File: src/rtl/ifu_pc_gen_pkg.sv
// ifu_pc_gen_pkg: shared FSM encodings, reset PC and alignment helper for the fetch stage
package ifu_pc_gen_pkg;

    typedef enum logic [1:0] {
        IFU_RST  = 2'd0,
        IFU_REQ  = 2'd1,
        IFU_WAIT = 2'd2,
        IFU_OUT  = 2'd3
    } ifu_state_e;

    localparam logic [31:0] IFU_RESET_PC = 32'h1c000000;

    // Fetch addresses are always word aligned; misaligned targets are trapped elsewhere.
    function automatic logic [31:0] word_align(input logic [31:0] a);
        return {a[31:2], 2'b00};
    endfunction

endpackage

File: src/rtl/ifu_out_buf.sv
// ifu_out_buf: one-entry {pc, inst} holding register presented to decode
module ifu_out_buf (
    input  logic        clk,
    input  logic        resetn,
    input  logic        load_i,
    input  logic        clear_i,
    input  logic [31:0] pc_i,
    input  logic [31:0] inst_i,
    output logic        valid_o,
    output logic [31:0] pc_o,
    output logic [31:0] inst_o
);

    logic        valid_q;
    logic [31:0] pc_q;
    logic [31:0] inst_q;

    // Load captures a fresh instruction; clear only drops valid so the payload stays stable.
    always_ff @(posedge clk or negedge resetn) begin
        if (!resetn) begin
            valid_q <= 1'b0;
            pc_q    <= 32'd0;
            inst_q  <= 32'd0;
        end else if (load_i) begin
            valid_q <= 1'b1;
            pc_q    <= pc_i;
            inst_q  <= inst_i;
        end else if (clear_i) begin
            valid_q <= 1'b0;
        end
    end

    assign valid_o = valid_q;
    assign pc_o    = pc_q;
    assign inst_o  = inst_q;

endmodule

File: src/rtl/ifu_pc_gen.sv
// ifu_pc_gen: fetch PC generator and single-outstanding instruction-bus master
module ifu_pc_gen
    import ifu_pc_gen_pkg::*;
#(
    parameter logic [31:0] RESET_PC = IFU_RESET_PC
) (
    input  logic        clk,
    input  logic        resetn,
    input  logic        br_redirect,
    input  logic [31:0] br_target,
    input  logic        exc_redirect,
    input  logic [31:0] exc_target,
    output logic        inst_req,
    output logic [31:0] inst_addr,
    input  logic        inst_addr_ok,
    input  logic        inst_data_ok,
    input  logic [31:0] inst_rdata,
    output logic        fd_valid,
    output logic [31:0] fd_pc,
    output logic [31:0] fd_inst,
    input  logic        de_ready
);

    ifu_state_e  state_q;
    logic [31:0] pc_q;
    logic        cancel_q;
    logic        redirect;
    logic [31:0] new_pc;
    logic        buf_load;
    logic        buf_clear;
    logic        buf_valid;

    assign redirect = exc_redirect | br_redirect;
    assign new_pc   = word_align(exc_redirect ? exc_target : br_target);

    // Fetch FSM: cancel marks an accepted request whose response must be discarded.
    always_ff @(posedge clk or negedge resetn) begin
        if (!resetn) begin
            state_q  <= IFU_RST;
            pc_q     <= RESET_PC;
            cancel_q <= 1'b0;
        end else begin
            case (state_q)
                IFU_RST: state_q <= IFU_REQ;
                IFU_REQ: begin
                    if (redirect) pc_q <= new_pc;
                    if (inst_addr_ok) begin
                        state_q  <= IFU_WAIT;
                        cancel_q <= redirect;
                    end
                end
                IFU_WAIT: begin
                    if (inst_data_ok) begin
                        if (cancel_q || redirect) begin
                            cancel_q <= 1'b0;
                            state_q  <= IFU_REQ;
                            if (redirect) pc_q <= new_pc;
                        end else begin
                            state_q <= IFU_OUT;
                        end
                    end else if (redirect) begin
                        pc_q     <= new_pc;
                        cancel_q <= 1'b1;
                    end
                end
                IFU_OUT: begin
                    if (redirect) begin
                        pc_q    <= new_pc;
                        state_q <= IFU_REQ;
                    end else if (de_ready) begin
                        pc_q    <= pc_q + 32'd4;
                        state_q <= IFU_REQ;
                    end
                end
                default: state_q <= IFU_RST;
            endcase
        end
    end

    assign buf_load  = (state_q == IFU_WAIT) & inst_data_ok & ~cancel_q & ~redirect;
    assign buf_clear = (state_q == IFU_OUT) & (redirect | de_ready);

    ifu_out_buf u_out_buf (
        .clk     (clk),
        .resetn  (resetn),
        .load_i  (buf_load),
        .clear_i (buf_clear),
        .pc_i    (pc_q),
        .inst_i  (inst_rdata),
        .valid_o (buf_valid),
        .pc_o    (fd_pc),
        .inst_o  (fd_inst)
    );

    assign inst_req  = (state_q == IFU_REQ);
    assign inst_addr = pc_q;
    assign fd_valid  = buf_valid & ~redirect;

endmodule

File: config.mk
export PLATFORM = sky130hd
export DESIGN_NAME = ifu_pc_gen
export DESIGN_NICKNAME = d
export VERILOG_FILES = /design/src/rtl/ifu_pc_gen_pkg.sv /design/src/rtl/ifu_out_buf.sv /design/src/rtl/ifu_pc_gen.sv
export SDC_FILE = /design/constraint.sdc
export NUM_CORES = 1
export LEC_CHECK = 0
export ABC_AREA = 1
export CAP_MARGIN = 30
export CELL_PAD_IN_SITES_DETAIL_PLACEMENT = 1
export CELL_PAD_IN_SITES_GLOBAL_PLACEMENT = 2
export CORE_MARGIN = 4
export CORE_UTILIZATION = 33
export DETAILED_ROUTE_END_ITERATION = 10
export DONT_BUFFER_PORTS = 1
export MAX_ROUTING_LAYER = met4
export PLACE_DENSITY_LB_ADDON = 0.1
export SLEW_MARGIN = 40
export SYNTH_ARGS = -nofsm -noshare
export SYNTH_HDL_FRONTEND = slang
export SYNTH_HIERARCHICAL = 1
export SYNTH_SLANG_ARGS = --single-unit
File: constraint.sdc
create_clock -name clk -period 1.88 [get_ports clk]
set_clock_uncertainty 0.2 [all_clocks]
set_input_delay 0.376 -clock clk [delete_from_list [all_inputs] [get_ports clk]]
set_output_delay 0.376 -clock clk [all_outputs]
set_load 0.01 [all_outputs]
==> results.yml, run 1 <==
grt:
  grt_first_pass_wirelength_um: 28500
  grt_max_degree: 99
  grt-ovfl-total: 0
  grt_usage_pct: 20.3
  antenna_found_initial: 0
  grt_pass1_vias: 5376
power:
  ir_drop_uv: 606
  p_per_area_nw_per_um2: 1500
  p_leak_nw: 3.38
synth:
  ys_seq_area_share_pct: 46.0
  synth.distinct_cells: 34
  syn_area_um2: 5330
  syn_inst: 757
  synth-seq-cells: 98
  syn_area_per_cell_um2: 7.05
  yosysWarnings: 6
placement:
  routabilityCongestion: 0.839
  port_buffers: 0
  dp_cells: 1000
  dp.final_hpwl_um: 13300
cts:
  clkSinkCount: 98
  ctsHoldBuffers: 32
  clk_pin_slew_ns: 0.08
  clk_latency_ns: 0.35
  root_buffer: "clkbuf_16"
  cts_tree: "done"
  cts_buffers: 9
  h-tree-depth: 3
  clock_path_buffers: 2
critical_path:
  end_kind: "flip-flop"
  cp-start-kind: "flip-flop"
  arrival_ns: 1.84
  crit_fanout: 10
  cp.required_ns: 1.93
  crit_type: "reg2reg"
floorplanning:
  dieArea_um2: 18300
  die_h_um: 135
  rows: 46
  start_util_pct: 33.6
  die_w_um: 135
  coreArea_um2: 15900
  io_pins: 201
layout:
  drive_above_1_share_pct: 17.0
  n_fill_cell: 1963
  antenna_cells: 0
  area_delta_synth_final_pct: 27.6
  fin_nets: 942
  final_cells: 1056
timing:
  setup_violations: 0
  hold_violations: 98
  hold_ws_ns: -0.489
  fmax_ghz: 0.558
  rsz0062_at_grt: "true"
  maxSlewViolCount: 0
  fin_crit_ns: 1.79
  period_share_pct: 95.3
  tns_ns: 0
detailed_routing:
  antenna_left: 0
  wire_per_inst_um: 18.1
  drt-pass1-iter-count: 4
  avgViaCountPerCell: 4.84
  drc: 0
  num_vias: 5115
  drtIter0Drc: 211
  drt-total-wl_um: 19100
min_path:
  hold_class: "in2async"
flow_run:
  cap_violations: 0
outcome:
  run_status: "finished, violations left"
  violations: "hold timing"
synthesized netlist by cell type:
cell,count,area share (%)
a21oi_1,35,3.3
a31oi_1,1,0.12
a32o_1,1,0.19
and2_1,2,0.23
buf_2,8,0.75
buf_4,5,0.70
buf_6,10,2.1
clkbuf_1,8,0.56
clkbuf_8,2,0.52
conb_1,1,0.070
dfrtp_1,95,45
dfstp_2,3,1.5
ha_1,4,0.94
inv_1,43,3.0
inv_2,4,0.28
nand2_1,352,25
nand2_2,1,0.12
nand2_4,1,0.21
nand3_1,41,3.8
nand3_4,1,0.33
nand3b_1,2,0.28
nand4_1,2,0.23
nor2_1,81,5.7
nor2_2,6,0.70
nor2_4,1,0.21
nor3_1,1,0.094
nor3b_2,1,0.23
o211ai_1,1,0.14
o21a_1,1,0.14
o21ai_0,37,3.5
o21ai_1,3,0.28
o22ai_1,1,0.12
or2_2,1,0.12
xnor2_1,1,0.16
report_power, final:
group / switching [W] / internal, W
Sequential: 0.00113 / 0.00297
Clock: 0.000889 / 0.000947
Combinational: 0.00244 / 0.00182
flip-flops by register name, indices dropped and copies added (netlist names):
name / cells
inst_addr: 30
u_out_buf/valid_o: 1
state_q: 2
u_out_buf/inst_o: 32
u_out_buf/pc_o: 32
cancel_q: 1
worst paths after layout:
check | from | end | slack [ns] | cells past startpoint
worst max-delay path | state_q[1]$_DFFE_PN0P_ | inst_addr[18]$_DFFE_PN0P_ | 0.09 | 9
worst min-delay path | resetn | u_out_buf/inst_o[27]$_DFFE_PN0P_ | -0.49 | 0
worst max register to register | state_q[1]$_DFFE_PN0P_ | inst_addr[18]$_DFFE_PN0P_ | 0.09 | 9
worst min register to register | u_out_buf/valid_o$_DFFE_PN0P_ | u_out_buf/valid_o$_DFFE_PN0P_ | 0.29 | 2
max in group asynchronous | resetn | inst_addr[28]$_DFFE_PN1P_ | 1.75 | 0
min in group clk | br_target[21] | inst_addr[21]$_DFFE_PN0P_ | 0.07 | 4
layout by cell type, fill, tap and decap left out, types with 8 or more instances in the layout:
cell type and n:
o21ai_0 32, nor2_2 8, dlygate4sd3_1 32, nor2_4 8, nand2_2 8, a21oi_1 26, nor2_1 72, a21oi_2 8
inv_1 39, buf_4 53, dfrtp_1 90, clkbuf_16 13, nand2_1 343, nand3_1 41
layout make-up:
cell class	count	area (µm²)	share of cell area, %
inverter	47	191	2.81
clock inverter	6	47.5	0.699
tap	216	270	3.97
multi-input combinational	582	2630	38.7
clock buffer	10	239	3.51
sequential	98	2460	36.2
timing repair buffer	97	965	14.2
critical path, stage by stage, from the launching register on:
cell,delay (ns)
dfrtp_1,0.43
ha_2,0.22
inv_2,0.06
nor2_4,0.12
buf_12,0.15
nand4_1,0.15
o21ai_1,0.18
nand2_1,0.06
o21ai_1,0.07
inv_1,0.05
cell families after synthesis:
logic type               share of synthesized area, %
AO/OA/AOI/OAI                                    7.74
buffers and inverters                            7.95
flip-flops                                       46.0
AND/OR/NAND/NOR                                  37.1
other                                          0.0703
adder cells (fa/ha/maj)                         0.938
XOR/XNOR                                        0.164
per-stage QoR:
step                instance area [µm²]  worst slack (ns)  utilization [%]  power (W)
detailed placement                 5860           -0.0516             36.9    0.00780
floorplan                          5350             0.144                -    0.00599
global route                       6810           -0.0669             42.8     0.0110
finish                             6810            0.0877             42.8     0.0102
CTS                                6500           -0.0106             40.9    0.00981
global placement                   5860           0.00426             36.9    0.00765
timing repair:
| action | CTS | global route |
|---|---|---|
| endpoints found under the setup margin | 15 | 93 |
| gates resized for setup | 12 | 57 |
| endpoints found under the hold margin | 130 | 98 |
| setup buffers | 0 | 4 |
| gates cloned | 0 | 4 |
| pin swaps | 1 | 13 |
layer usage:
layer,routed length [µm],GRT usage (%),vias up
met3,1240,3.49,19
met2,8630,31.2,172
met1,8920,27.5,2417
li1,-,-,2507
met5,0,-,-
met4,284,6.22,0
Power figures use the tool's default switching activity.
==> inputs of run 2 (changes only) <==
Settings changed: ABC_AREA 1 to not set, CORE_UTILIZATION 33 to 39.
==> results.yml, run 2 <==
timing:
  hold_violations: 98
  hold_ws_ns: -0.487
  fmax_ghz: 0.438
  worst_slack_ns: -0.402
  fin_crit_ns: 2.28
  rsz0062_at_grt: "true"
  maxSlewViolCount: 0
  setup_violations: 91
  period_share_pct: 121
outcome:
  run_status: "finished, violations left"
  violations: "hold timing, setup timing"
floorplanning:
  dieArea_um2: 15100
  start_util_pct: 40.3
  rows: 41
  io_pins: 201
  die_w_um: 123
  die_h_um: 123
  coreArea_um2: 12800
cts:
  clk_pin_slew_ns: 0.07
  clk_latency_ns: 0.36
  clkSinkCount: 98
  clock_path_buffers: 2
  cts_tree: "done"
  h-tree-depth: 3
  ctsHoldBuffers: 35
  cts_buffers: 9
  root_buffer: "clkbuf_16"
layout:
  area_delta_synth_final_pct: 43.9
  drive_above_1_share_pct: 45.5
  fin_nets: 674
  layout_common_cells: "dfrtp_1 (86), mux2_4 (60), buf_4 (59)"
  n_fill_cell: 1249
  final_common_cell: "dfrtp_1"
  finalInstanceArea_um2: 7420
  fin_util_pct: 58.1
detailed_routing:
  wire_per_inst_um: 24.3
  avgViaCountPerCell: 5.72
  num_vias: 4265
  drt-total-wl_um: 18100
  drt-pass1-iter-count: 4
  antenna_left: 0
  drc: 0
  drtIter0Drc: 194
synth:
  ys_seq_area_share_pct: 47.7
  synth.area.top_cells: "dfrtp_1 (46%), mux2_4 (14%), mux2_2 (4.6%)"
  synth_commonest_cells: "dfrtp_1 (95), mux2_4 (49), a21oi_1 (39)"
  synth_top_area_share_pct: 46.1
  synth.distinct_cells: 53
  async_reset_ff_share_pct: 100
  synth_ff_type: "dfrtp_1"
  yosysWarnings: 6
  yosysTopAreaCell: "dfrtp_1"
  syn_area_per_cell_um2: 11.5
  syn_inst: 447
  syn_area_um2: 5150
  synth-seq-cells: 98
  yosysMostFrequentCell: "dfrtp_1"
  synth_edf_count: 0
placement:
  routabilityCongestion: 0.795
  port_buffers: 0
  dp.final_hpwl_um: 10800
  placed_area_um2: 5840
power:
  p_sw_w: 0.00454
  p_leak_nw: 3.23
  p_int_w: 0.00733
  ir_drop_uv: 737
  pwr-share-comb_pct: 46.5
  p_seq_share_pct: 36.2
  sw_frac_of_total_pct: 38.3
  p_per_area_nw_per_um2: 1600
  pwr-share-clk_pct: 17.3
critical_path:
  end_kind: "flip-flop"
  r2r_start: "state_q[0]$_DFFE_PN0P_"
  crit_fanout: 3
  reg2reg_slack_ns: -0.40
  arrival_ns: 2.36
  ff2ff_path_depth: 6
  regToRegEndpoint: "inst_addr[28]$_DFFE_PN1P_"
  crit_type: "reg2reg"
  cp.required_ns: 1.96
  cp-start-kind: "flip-flop"
grt:
  grt_first_pass_wirelength_um: 26500
  grt_usage_pct: 23.7
  grt_pass1_vias: 4670
  grt-ovfl-total: 0
  grt_max_degree: 99
  antenna_found_initial: 0
min_path:
  hold_class: "in2async"
flow_run:
  cap_violations: 0
## run 2: cell types whose count changed in the layout (fill, tap and decap cells not counted), moves of 11 or more
| cell | delta |
|---|---|
| mux2_4 | +60 |
| nand2_1 | -318 |
| inv_1 | -32 |
| buf_6 | +19 |
| o21ai_0 | -22 |
| nand3_1 | -33 |
| mux2i_1 | +22 |
| a21oi_2 | +11 |
| nor2_1 | -58 |
## run 2: worst max path at each step
stage,start,to,slack (ns)
2_1_floorplan,state_q[0]$_DFFE_PN0P_,inst_addr[30]$_DFFE_PN0P_,-0.31
3_3_place_gp,state_q[1]$_DFFE_PN0P_,inst_addr[30]$_DFFE_PN0P_,-0.28
3_5_place_dp,state_q[1]$_DFFE_PN0P_,inst_addr[30]$_DFFE_PN0P_,-0.31
4_1_cts,state_q[1]$_DFFE_PN0P_,inst_addr[30]$_DFFE_PN0P_,-0.32
5_1_grt,state_q[0]$_DFFE_PN0P_,inst_addr[28]$_DFFE_PN1P_,-0.46
6_report,state_q[0]$_DFFE_PN0P_,inst_addr[28]$_DFFE_PN1P_,-0.40
## run 2: timing repair
| item | 4_1_cts | 5_1_grt |
|---|---|---|
| pin swaps | 6 | 13 |
| gates resized for setup | 71 | 49 |
| setup buffers | 11 | 17 |
| endpoints found under the hold margin | 132 | 98 |
| endpoints found under the setup margin | 91 | 97 |
| cloned | 10 | 3 |
## run 2: worst max-delay path, stage by stage (launching register included)
cell     delay (ns)
dfrtp_1        0.38
ha_2           0.18
or3b_4         0.39
or3_4          0.34
or4_4          0.46
nor2_1         0.15
a31oi_1        0.10
## run 2: stage by stage
stage	power, W	cells	TNS [ns]	setup WS (ns)
6_report	0.0119	745	-12.71	-0.402
3_3_place_gp	0.00830	660	-3.97	-0.282
4_1_cts	0.0115	732	-11.83	-0.321
5_1_grt	0.0125	744	-17.94	-0.457
2_1_floorplan	0.00687	450	-3.01	-0.307
3_5_place_dp	0.00847	660	-6.68	-0.307
## run 2: kinds of logic (layout without fill, tap and decap cells)
family | count (synthesis) | in the layout | synth area share (%)
AOI/OAI and AO/OA | 106 | 106 | 13.3
adders and majority gates | 4 | 4 | 0.971
buffers and inverters | 40 | 162 | 4.05
DFF | 98 | 98 | 47.7
muxes | 92 | 92 | 23.1
other | 1 | 5 | 0.0728
and+or+nand+nor | 106 | 106 | 10.8
## run 2: per-layer routing
metal,track usage [%],share of wire (%),up-vias
met4,7.70,1.5,0
li1,-,-,1904
met2,38.3,51,141
met3,6.59,6.6,21
met1,28.7,41,2199
met5,-,0,-
## run 2: layout make-up
| type | instances | area (µm²) | area share [%] |
|---|---|---|---|
| repair buffers | 136 | 1510 | 20.3 |
| clock inverters | 7 | 101 | 1.37 |
| diodes | 1 | 2.50 | 0.0337 |
| multi-input cells | 312 | 2850 | 38.4 |
| clock buffers | 9 | 225 | 3.04 |
| flip-flops and latches | 98 | 2470 | 33.3 |
| inverters | 10 | 52.6 | 0.708 |
| well taps | 172 | 215 | 2.90 |
## run 2: power groups by stage
| stage | combinational [W] | clock, W | sequential [W] |
|---|---|---|---|
| 2_1_floorplan | 0.00246 | 0 | 0.00440 |
| 3_3_place_gp | 0.00404 | 0 | 0.00426 |
| 6_report | 0.00553 | 0.00205 | 0.00430 |
| 4_1_cts | 0.00513 | 0.00210 | 0.00429 |
| 5_1_grt | 0.00590 | 0.00220 | 0.00443 |
| 3_5_place_dp | 0.00417 | 0 | 0.00430 |
==> inputs of run 3 (changes only) <==
Settings changed: CORE_ASPECT_RATIO set to 1.2.
==> results.yml, run 3 (synthesized netlist as in run 2, its figures left out) <==
layout:
  finalInstanceArea_um2: 7450
  n_fill_cell: 1309
  final_cells: 741
  layout_common_cells: "dfrtp_1 (86), buf_4 (71), mux2_4 (59)"
  area_delta_synth_final_pct: 44.6
  fin_nets: 679
  drive_above_1_share_pct: 46.8
  antenna_cells: 0
  final_common_cell: "dfrtp_1"
floorplanning:
  die_w_um: 113
  die_h_um: 134
  coreArea_um2: 12800
  rows: 45
  io_pins: 201
  dieArea_um2: 15100
  start_util_pct: 40.3
timing:
  relSlewSlack_pct: 64.5
  period_share_pct: 118
  fmax_ghz: 0.451
  hold_violations: 98
  worst_slew_pin_slew_ns: 0.527
  hold_ws_ns: -0.484
  rsz0062_at_grt: "true"
  worst_slack_ns: -0.338
  maxSlewViolCount: 0
  setup_violations: 95
  fin_crit_ns: 2.22
detailed_routing:
  avgViaCountPerCell: 5.72
  drt-pass1-iter-count: 5
  antenna_left: 0
  met1Wirelength_um: 7240
  num_vias: 4240
  top_layer: "met4"
  drt-total-wl_um: 18000
  wl_met2_um: 9210
  drc: 0
  drtIter0Drc: 214
  wire_per_inst_um: 24.3
  met3RoutedLength_um: 1240
critical_path:
  ff2ff_path_depth: 6
  reg2reg_slack_ns: -0.34
  crit_type: "reg2reg"
  cp-start-kind: "flip-flop"
  arrival_ns: 2.26
  crit_fanout: 3
  cp.required_ns: 1.92
  regToRegEndpoint: "inst_addr[30]$_DFFE_PN0P_"
  end_kind: "flip-flop"
  r2r_start: "state_q[1]$_DFFE_PN0P_"
power:
  p_leak_nw: 3.24
  ir_drop_uv: 683
  power_w: 0.0116
  p_per_area_nw_per_um2: 1550
min_path:
  hold_class: "in2async"
cts:
  clk_pin_slew_ns: 0.07
  root_buffer: "clkbuf_16"
  clk_latency_ns: 0.35
  cts_buffers: 9
  clkSinkCount: 98
  cts_tree: "done"
  h-tree-depth: 3
  ctsHoldBuffers: 34
  clock_path_buffers: 2
placement:
  routabilityCongestion: 0.814
  placed_area_um2: 5880
  dp_cells: 654
  port_buffers: 0
  dp.final_hpwl_um: 10700
outcome:
  run_status: "finished, violations left"
  violations: "hold timing, setup timing"
grt:
  grt_first_pass_wirelength_um: 26900
  grt_usage_pct: 23.3
  antenna_found_initial: 0
  grt_max_degree: 99
  grt-ovfl-total: 0
  grt_pass1_vias: 4659
flow_run:
  cap_violations: 0
run 3: changes by cell type in the layout (fill, tap and decap cells not counted), moves of 3 or more:
| cell | change |
|---|---|
| buf_4 | +12 |
| nor3_1 | -3 |
| buf_12 | +6 |
| buf_6 | -11 |
| a21oi_1 | +3 |
| a21oi_2 | -4 |
run 3: worst max-delay path by stage:
stage / startpoint / to / slack [ns] / cells past startpoint
after floorplan: state_q[0]$_DFFE_PN0P_ / inst_addr[30]$_DFFE_PN0P_ / -0.31 / 6
after global placement: state_q[1]$_DFFE_PN0P_ / inst_addr[30]$_DFFE_PN0P_ / -0.28 / 6
after detailed placement: state_q[1]$_DFFE_PN0P_ / inst_addr[30]$_DFFE_PN0P_ / -0.32 / 6
after CTS: state_q[1]$_DFFE_PN0P_ / inst_addr[26]$_DFFE_PN1P_ / -0.31 / 6
after global routing: state_q[0]$_DFFE_PN0P_ / inst_addr[30]$_DFFE_PN0P_ / -0.43 / 6
final: state_q[1]$_DFFE_PN0P_ / inst_addr[30]$_DFFE_PN0P_ / -0.34 / 6
run 3: power by group:
group          internal, W  switching [W]  total (W)
Combinational      0.00299        0.00257    0.00556
Sequential         0.00316        0.00111    0.00427
Clock             0.000910       0.000852    0.00176
run 3: critical path, cell delays in order, from the launching register on:
cell and delay [ns]:
dfrtp_1 0.35, ha_2 0.17, or3b_4 0.38, or3_4 0.34, or4_4 0.44, o21ai_1 0.16
a21oi_1 0.05
run 3: layer usage:
metal | global-route usage [%] | vias to the layer above
met4 | 6.41 | 0
met2 | 39.0 | 160
met3 | 5.32 | 25
li1 | - | 1917
met1 | 28.3 | 2138
met5 | - | -
run 3: area by class of cell:
cell class | instances | area, µm² | area share, %
inverter | 10 | 52.6 | 0.705
tap | 164 | 205 | 2.75
timing repair buffer | 141 | 1550 | 20.8
multi-input combinational | 312 | 2900 | 38.9
sequential | 98 | 2470 | 33.1
clock buffer | 10 | 229 | 3.07
clock inverter | 6 | 48.8 | 0.655
run 3: through the flow:
| step | setup TNS [ns] | util (%) | worst slack (ns) |
|---|---|---|---|
| after CTS | -7.59 | 55.8 | -0.314 |
| after global placement | -4.84 | 46.0 | -0.279 |
| after floorplan | -3.01 | - | -0.307 |
| final | -9.30 | 58.3 | -0.338 |
| after global routing | -16.74 | 58.3 | -0.428 |
| after detailed placement | -6.70 | 46.0 | -0.323 |
run 3: what timing repair did:
action	CTS	global route
pin swaps	10	16
endpoints found under the hold margin	131	98
buffers inserted	16	17
resized for setup	76	49
gates cloned	8	4
setup endpoints to repair	90	97
